`src/rtl/nat_pkg.sv`:
```
// Shared definitions for the NAT lookup clients: tuple layout, widths, FSM states
// and the tuple packer used by both lookup directions.
package nat_pkg;

  localparam int TUPLE_W   = 128;
  localparam int CONN_W    = 16;

  localparam int PROTO_LSB = 0;
  localparam int PORTA_LSB = 8;
  localparam int PORTB_LSB = 24;
  localparam int IPA_LSB   = 40;
  localparam int IPB_LSB   = 72;

  typedef enum logic [1:0] {
    IDLE = 2'd0,
    REQ  = 2'd1,
    EMIT = 2'd2
  } state_t;

  // Inbound tuples carry the inner host address and the port offset, which is the conn id
  function automatic logic [TUPLE_W-1:0] pack_tuple(
    input logic        dir,
    input logic [31:0] src_ip,
    input logic [31:0] dst_ip,
    input logic [15:0] src_port,
    input logic [15:0] dst_port,
    input logic [7:0]  proto,
    input logic [31:0] lan_ip,
    input logic [15:0] port_base
  );
    logic [TUPLE_W-1:0] t;
    t = '0;
    t[IPB_LSB   +: 32] = src_ip;
    t[IPA_LSB   +: 32] = dir ? lan_ip : dst_ip;
    t[PORTB_LSB +: 16] = src_port;
    t[PORTA_LSB +: 16] = dir ? (dst_port - port_base) : dst_port;
    t[PROTO_LSB +: 8]  = proto;
    return t;
  endfunction

endpackage

```
`src/rtl/nat_tuple_client.sv`:
```
// Requesting side of the NAT hash lookup: packs one header into a tuple, waits for
// the connection index (or a timeout) and emits the translated header.
module nat_tuple_client
  import nat_pkg::*;
#(
  parameter bit          DIR       = 1'b0,
  parameter int          HASH_LEN  = 6,
  parameter logic [31:0] PUBLIC_IP = 32'hC0A80001,
  parameter logic [31:0] LAN_IP    = 32'h0A000002,
  parameter logic [15:0] PORT_BASE = 16'd40000,
  parameter logic [15:0] TIMEOUT   = 16'd256
) (
  input  logic         clk,
  input  logic         rst_n,
  input  logic         hdr_valid,
  output logic         hdr_ready,
  input  logic [31:0]  hdr_src_ip,
  input  logic [31:0]  hdr_dst_ip,
  input  logic [15:0]  hdr_src_port,
  input  logic [15:0]  hdr_dst_port,
  input  logic [7:0]   hdr_proto,
  output logic [127:0] tuple_data,
  output logic         tuple_valid,
  input  logic [15:0]  conn_data,
  input  logic         conn_valid,
  output logic         out_valid,
  input  logic         out_ready,
  output logic [31:0]  out_src_ip,
  output logic [31:0]  out_dst_ip,
  output logic [15:0]  out_src_port,
  output logic [15:0]  out_dst_port,
  output logic [7:0]   out_proto,
  output logic         out_err,
  output logic [15:0]  timeout_cnt,
  output logic [15:0]  stray_cnt
);

  localparam logic [15:0] CONN_MASK = 16'((32'd1 << HASH_LEN) - 32'd1);

  state_t      state;
  logic [15:0] wait_cnt;
  logic [31:0] h_src_ip;
  logic [31:0] h_dst_ip;
  logic [15:0] h_src_port;
  logic [15:0] h_dst_port;
  logic [7:0]  h_proto;
  logic [15:0] port_off;
  logic        port_oor;
  logic        req_q;

  assign req_q       = (state == REQ);
  assign hdr_ready   = (state == IDLE);
  assign out_valid   = (state == EMIT);
  // Gated so the hash block never sees a second request right after answering
  assign tuple_valid = req_q & ~conn_valid;

  assign port_off = hdr_dst_port - PORT_BASE;
  assign port_oor = (hdr_dst_port < PORT_BASE) || ((port_off & ~CONN_MASK) != 16'd0);

  always_ff @(posedge clk or negedge rst_n) begin
    if (!rst_n) begin
      state        <= IDLE;
      wait_cnt     <= '0;
      h_src_ip     <= '0;
      h_dst_ip     <= '0;
      h_src_port   <= '0;
      h_dst_port   <= '0;
      h_proto      <= '0;
      tuple_data   <= '0;
      out_src_ip   <= '0;
      out_dst_ip   <= '0;
      out_src_port <= '0;
      out_dst_port <= '0;
      out_proto    <= '0;
      out_err      <= 1'b0;
      timeout_cnt  <= '0;
      stray_cnt    <= '0;
    end else begin
      if (conn_valid && !req_q && stray_cnt != 16'hFFFF)
        stray_cnt <= stray_cnt + 16'd1;

      case (state)
        IDLE: begin
          if (hdr_valid) begin
            h_src_ip   <= hdr_src_ip;
            h_dst_ip   <= hdr_dst_ip;
            h_src_port <= hdr_src_port;
            h_dst_port <= hdr_dst_port;
            h_proto    <= hdr_proto;
            tuple_data <= pack_tuple(DIR, hdr_src_ip, hdr_dst_ip, hdr_src_port,
                                     hdr_dst_port, hdr_proto, LAN_IP, PORT_BASE);
            wait_cnt   <= TIMEOUT;
            // Inbound ports outside the public range are rejected without a lookup
            if (DIR && port_oor) begin
              state        <= EMIT;
              out_src_ip   <= hdr_src_ip;
              out_dst_ip   <= hdr_dst_ip;
              out_src_port <= hdr_src_port;
              out_dst_port <= hdr_dst_port;
              out_proto    <= hdr_proto;
              out_err      <= 1'b1;
            end else begin
              state <= REQ;
            end
          end
        end

        REQ: begin
          if (conn_valid) begin
            state     <= EMIT;
            out_err   <= 1'b0;
            out_proto <= h_proto;
            if (DIR) begin
              out_src_ip   <= h_src_ip;
              out_src_port <= h_src_port;
              out_dst_ip   <= LAN_IP;
              out_dst_port <= conn_data;
            end else begin
              out_src_ip   <= PUBLIC_IP;
              out_src_port <= PORT_BASE + (conn_data & CONN_MASK);
              out_dst_ip   <= h_dst_ip;
              out_dst_port <= h_dst_port;
            end
          end else if (wait_cnt <= 16'd1) begin
            state        <= EMIT;
            out_err      <= 1'b1;
            out_src_ip   <= h_src_ip;
            out_dst_ip   <= h_dst_ip;
            out_src_port <= h_src_port;
            out_dst_port <= h_dst_port;
            out_proto    <= h_proto;
            if (timeout_cnt != 16'hFFFF)
              timeout_cnt <= timeout_cnt + 16'd1;
          end else begin
            wait_cnt <= wait_cnt - 16'd1;
          end
        end

        EMIT: begin
          if (out_ready)
            state <= IDLE;
        end

        default: state <= IDLE;
      endcase
    end
  end

endmodule

```
`config.mk`:
```
export PLATFORM = sky130hd
export DESIGN_NAME = nat_tuple_client
export DESIGN_NICKNAME = d
export VERILOG_FILES = /design/src/rtl/nat_pkg.sv /design/src/rtl/nat_tuple_client.sv
export SDC_FILE = /design/constraint.sdc
export NUM_CORES = 1
export LEC_CHECK = 0
export BUFFER_PORTS_ARGS = -buffer_cell sky130_fd_sc_hd__buf_2
export CAP_MARGIN = 30
export CORE_ASPECT_RATIO = 0.75
export CORE_MARGIN = 2
export CORE_UTILIZATION = 44
export CTS_CLUSTER_DIAMETER = 150
export DETAILED_ROUTE_END_ITERATION = 10
export PLACE_DENSITY_LB_ADDON = 0.3
export SLEW_MARGIN = 20
export SYNTH_ARGS = -nofsm -noshare
export SYNTH_HDL_FRONTEND = slang
export SYNTH_SLANG_ARGS = --single-unit
```
`constraint.sdc`:
```
create_clock -name clk -period 2.1 [get_ports clk]
set_input_delay 0.21 -clock clk [delete_from_list [all_inputs] [get_ports clk]]
set_output_delay 0.21 -clock clk [all_outputs]
set_load 0.02 [all_outputs]
```
==> flow_summary.toml <==
[status]
outcome = "complete, but fails checks"
violations = "negative setup slack"

[hold_path]
hp-start = "conn_valid"
holdCritPathClass = "primary input to register"
whs_endpoint = "out_err$_DFFE_PN0P_"
hold_depth = 3

[critical_path]
crit_path_max_incr_delay_ps = 530
required_ps = 2510
timing.reg2reg.setup_slack_ps = -220
arrival_ps = 2720
crit_path_end_kind = "register"
startpoint_type = "register"
worstSetupPathType = "register to register"
reg2reg_from = "wait_cnt[6]$_DFFE_PN0P_"
path_common_cell = "buf_12"
worstReg2RegEnd = "out_dst_ip[17]$_DFFE_PN0P_"
cp_max_fo = 33
reg2reg_depth = 7
crit_slowest_cell = "or4_4"
cp_top_family = "simple AND/OR/NAND/NOR gates"
cp_cell_sequence = "or4_4, or3_4, buf_12, nor2_8, o21ai_4, buf_12, mux2_2"
worst-path-buf-inv = 2

[place]
place_area_um2 = 12880
port_buffers = 358
hpwl_um = 20950
place_ws_ps = -286.5
gp_congestion = 0.8603
dp.cells = 1616

[synthesis]
synth_compound_area_frac = 0.06680
netlist_instances = 945
ys_types = 47
avgSynthCellArea_um2 = 11.00
ys_seq_elements = 259
synth_top_family_by_area = "simple AND/OR/NAND/NOR gates"
synth-xor-area-share = 0.02612
yosysWarnings = 0
synth_edf_count = 0
synthMuxAreaShare = 0.06692
synthFlopType = "dfrtp_1"
netlist_area_um2 = 10400
yosysSeqAreaShare = 0.6234
synthSimpleGateAreaFrac = 0.1715
synthArstFlopShare = 1.000
synth_fa_ha_area_frac = 0.004814

[drt]
avgRoutedWirePerCell_um = 18.02
drt_first_pass_iters = 4
vias = 9065
drt-initial-drc-count = 511
viasPerCell = 5.070
drc = 0
drt_wl_total_um = 32230
ant_nets = 0

[clocking]
cts_buffers = 26
cts_tree = "done"
clkLatencyLatePin_ps = 530
clk_pin_slew_ps = 70
root_buffer = "clkbuf_16"
clkSinkCount = 259
h-tree-depth = 1
clockBufferDepth = 3

[final_layout]
stdcell_area_um2 = 15120
nets = 1595
area_delta_synth_final_pct = 45.45
fin_cells = 1788
layout-drive-gt1-share = 0.3728
utilization = 0.6540

[timing]
tightest_slew_ps = 613.4
fin_crit_ps = 2319
max_freq_mhz = 431.2
rsz0062_at_grt = "true"
fin_ws_ps = -218.9
slew_headroom = 0.5911
slew_viol_final = 0
hold_viol_final = 0
final.setup_skew_ps = 19.11
setup_violations = 100
period_share = 1.104

[power]
leakage_nw = 7.986
ir_drop_mv = 0.8611
finalPower_mw = 22.04
p_per_area_nw_per_um2 = 1458

[floorplan]
design.core.area_um2 = 23120
rows = 48
die_h_um = 137.1
dieWidth_um = 181.5
io_pins = 393
start_util = 0.4496
die_area_um2 = 24890

[global_routing]
grt_pass1_wl_um = 48540
overflow = 0
grt_pass1_vias = 9058
track_usage = 0.2458
antenna_found_initial = 2
grt_max_degree = 76

[job]
maxCapViolations = 0
## worst reg2reg max path: cells and delay by family (launching register included)
| family | cells | cell delay, ps |
|---|---|---|
| AND/OR/NAND/NOR | 3 | 1010 |
| AO/OA/AOI/OAI | 1 | 110 |
| multiplexers | 1 | 330 |
| buffers and inverters | 2 | 380 |
| flip-flops | 1 | 380 |
## how the worst max path moves through the flow
stage,endpoint,cells after the start,from
floorplan,out_src_ip[1]$_DFFE_PN0P_,8,wait_cnt[7]$_DFFE_PN0P_
global placement,timeout_cnt[6]$_DFFE_PN0P_,6,wait_cnt[7]$_DFFE_PN0P_
detailed placement,timeout_cnt[8]$_DFFE_PN0P_,6,wait_cnt[7]$_DFFE_PN0P_
CTS,timeout_cnt[15]$_DFFE_PN0P_,5,wait_cnt[6]$_DFFE_PN0P_
global route,timeout_cnt[15]$_DFFE_PN0P_,5,wait_cnt[6]$_DFFE_PN0P_
finish,out_dst_ip[17]$_DFFE_PN0P_,7,wait_cnt[6]$_DFFE_PN0P_
## sequential cells by signal, indices dropped and copies added (netlist names), 7 cells and up
register	count
out_dst_port	16
out_src_ip	32
h_src_port	15
h_dst_port	15
h_dst_ip	31
h_src_ip	32
stray_cnt	16
out_dst_ip	32
wait_cnt	16
out_proto	8
out_src_port	16
timeout_cnt	16
h_proto	7
## kinds of logic (layout without fill, tap and decap cells)
family | Yosys count | after routing
compound gates | 92 | 92
other cells | 1 | 26
buf+inv | 75 | 593
simple gates | 421 | 421
flops | 259 | 259
fa+ha+maj | 4 | 4
mux | 62 | 62
xor+xnor | 31 | 31
## metrics by stage
stage,setup TNS [ps],hold WS [ps]
2_1_floorplan,-13080,-85.59
3_3_place_gp,-17890,238.3
3_5_place_dp,-22020,239.0
4_1_cts,-13180,63.04
5_1_grt,-21530,82.76
6_report,-16000,84.78
## cell type report
class / count / area (um2)
Fill cell: 1756 / 8001
Sequential cell: 259 / 6481
Multi-Input combinational cell: 634 / 3727
Timing Repair Buffer: 537 / 3655
Clock buffer: 37 / 721.9
Tap cell: 300 / 375.4
Clock inverter: 11 / 121.4
Inverter: 8 / 33.78
Antenna cell: 2 / 5.005
## cell usage in the layout (no fill, tap or decap), types with 4 or more instances in the layout
cell,n
buf_2,356
nand2_1,324
dfrtp_1,259
dlygate4sd3_1,112
mux2_2,59
buf_4,49
a22o_1,31
clkbuf_16,29
conb_1,24
xnor2_1,21
nor2_1,16
nand3_1,14
nand4_1,13
buf_12,13
o22a_1,11
a21oi_1,11
xor2_1,10
o22ai_1,9
nor3_1,8
clkbuf_1,8
inv_1,7
and3_1,7
clkinv_2,6
or3_1,5
nand3_2,5
o21ai_0,5
o211ai_1,4
## metal layers
layer | global-route usage | share of wire | wire, um | vias up
met2 | 0.4110 | 0.49 | 15740 | 375
met1 | 0.3119 | 0.40 | 13040 | 4432
met3 | 0.06812 | 0.076 | 2445 | 75
met5 | 0 | 0 | 0 | -
li1 | - | - | - | 4183
met4 | 0.08266 | 0.031 | 1008 | 0
## Yosys cell counts, drive strengths merged, types with 2 or more instances
cell	n	area share
or4	3	0.0025
o311ai	3	0.0025
or2	2	0.0012
nor4	3	0.0018
o211ai	4	0.0029
xor2	10	0.0084
inv	8	0.0029
buf	38	0.027
nand3	20	0.0096
nand2	327	0.12
and4	2	0.0017
a22o	31	0.026
nand2b	2	0.0012
clkbuf	29	0.010
o21ai	10	0.0059
a21oi	12	0.0058
and3	7	0.0042
nor4b	2	0.0017
mux2	60	0.065
nor3	11	0.0064
mux2i	2	0.0019
ha	4	0.0048
or3	6	0.0036
nand4	13	0.0078
o22ai	12	0.0072
nor2b	3	0.0018
o41ai	3	0.0025
o22a	11	0.0093
dfrtp	259	0.62
o31ai	2	0.0014
nor2	17	0.0077
xnor2	21	0.018
## where the power goes
part	internal [mW]	total (mW)	leakage (nW)	switching, mW
clock network	2.65	4.60	0.410	1.95
logic	3.48	9.27	4.31	5.79
registers	6.82	8.17	3.27	1.35
total	12.9	22.0	7.99	9.09
## repair_timing
action | 4_1_cts | 5_1_grt
hold buffers | 112 | 0
resized for setup | 11 | 21
hold endpoints to repair | 176 | 0
setup buffers | 5 | 4
setup endpoints to repair | 130 | 131
pin swaps | 5 | 9
cloned | 0 | 3
Power figures use the tool's default switching activity.
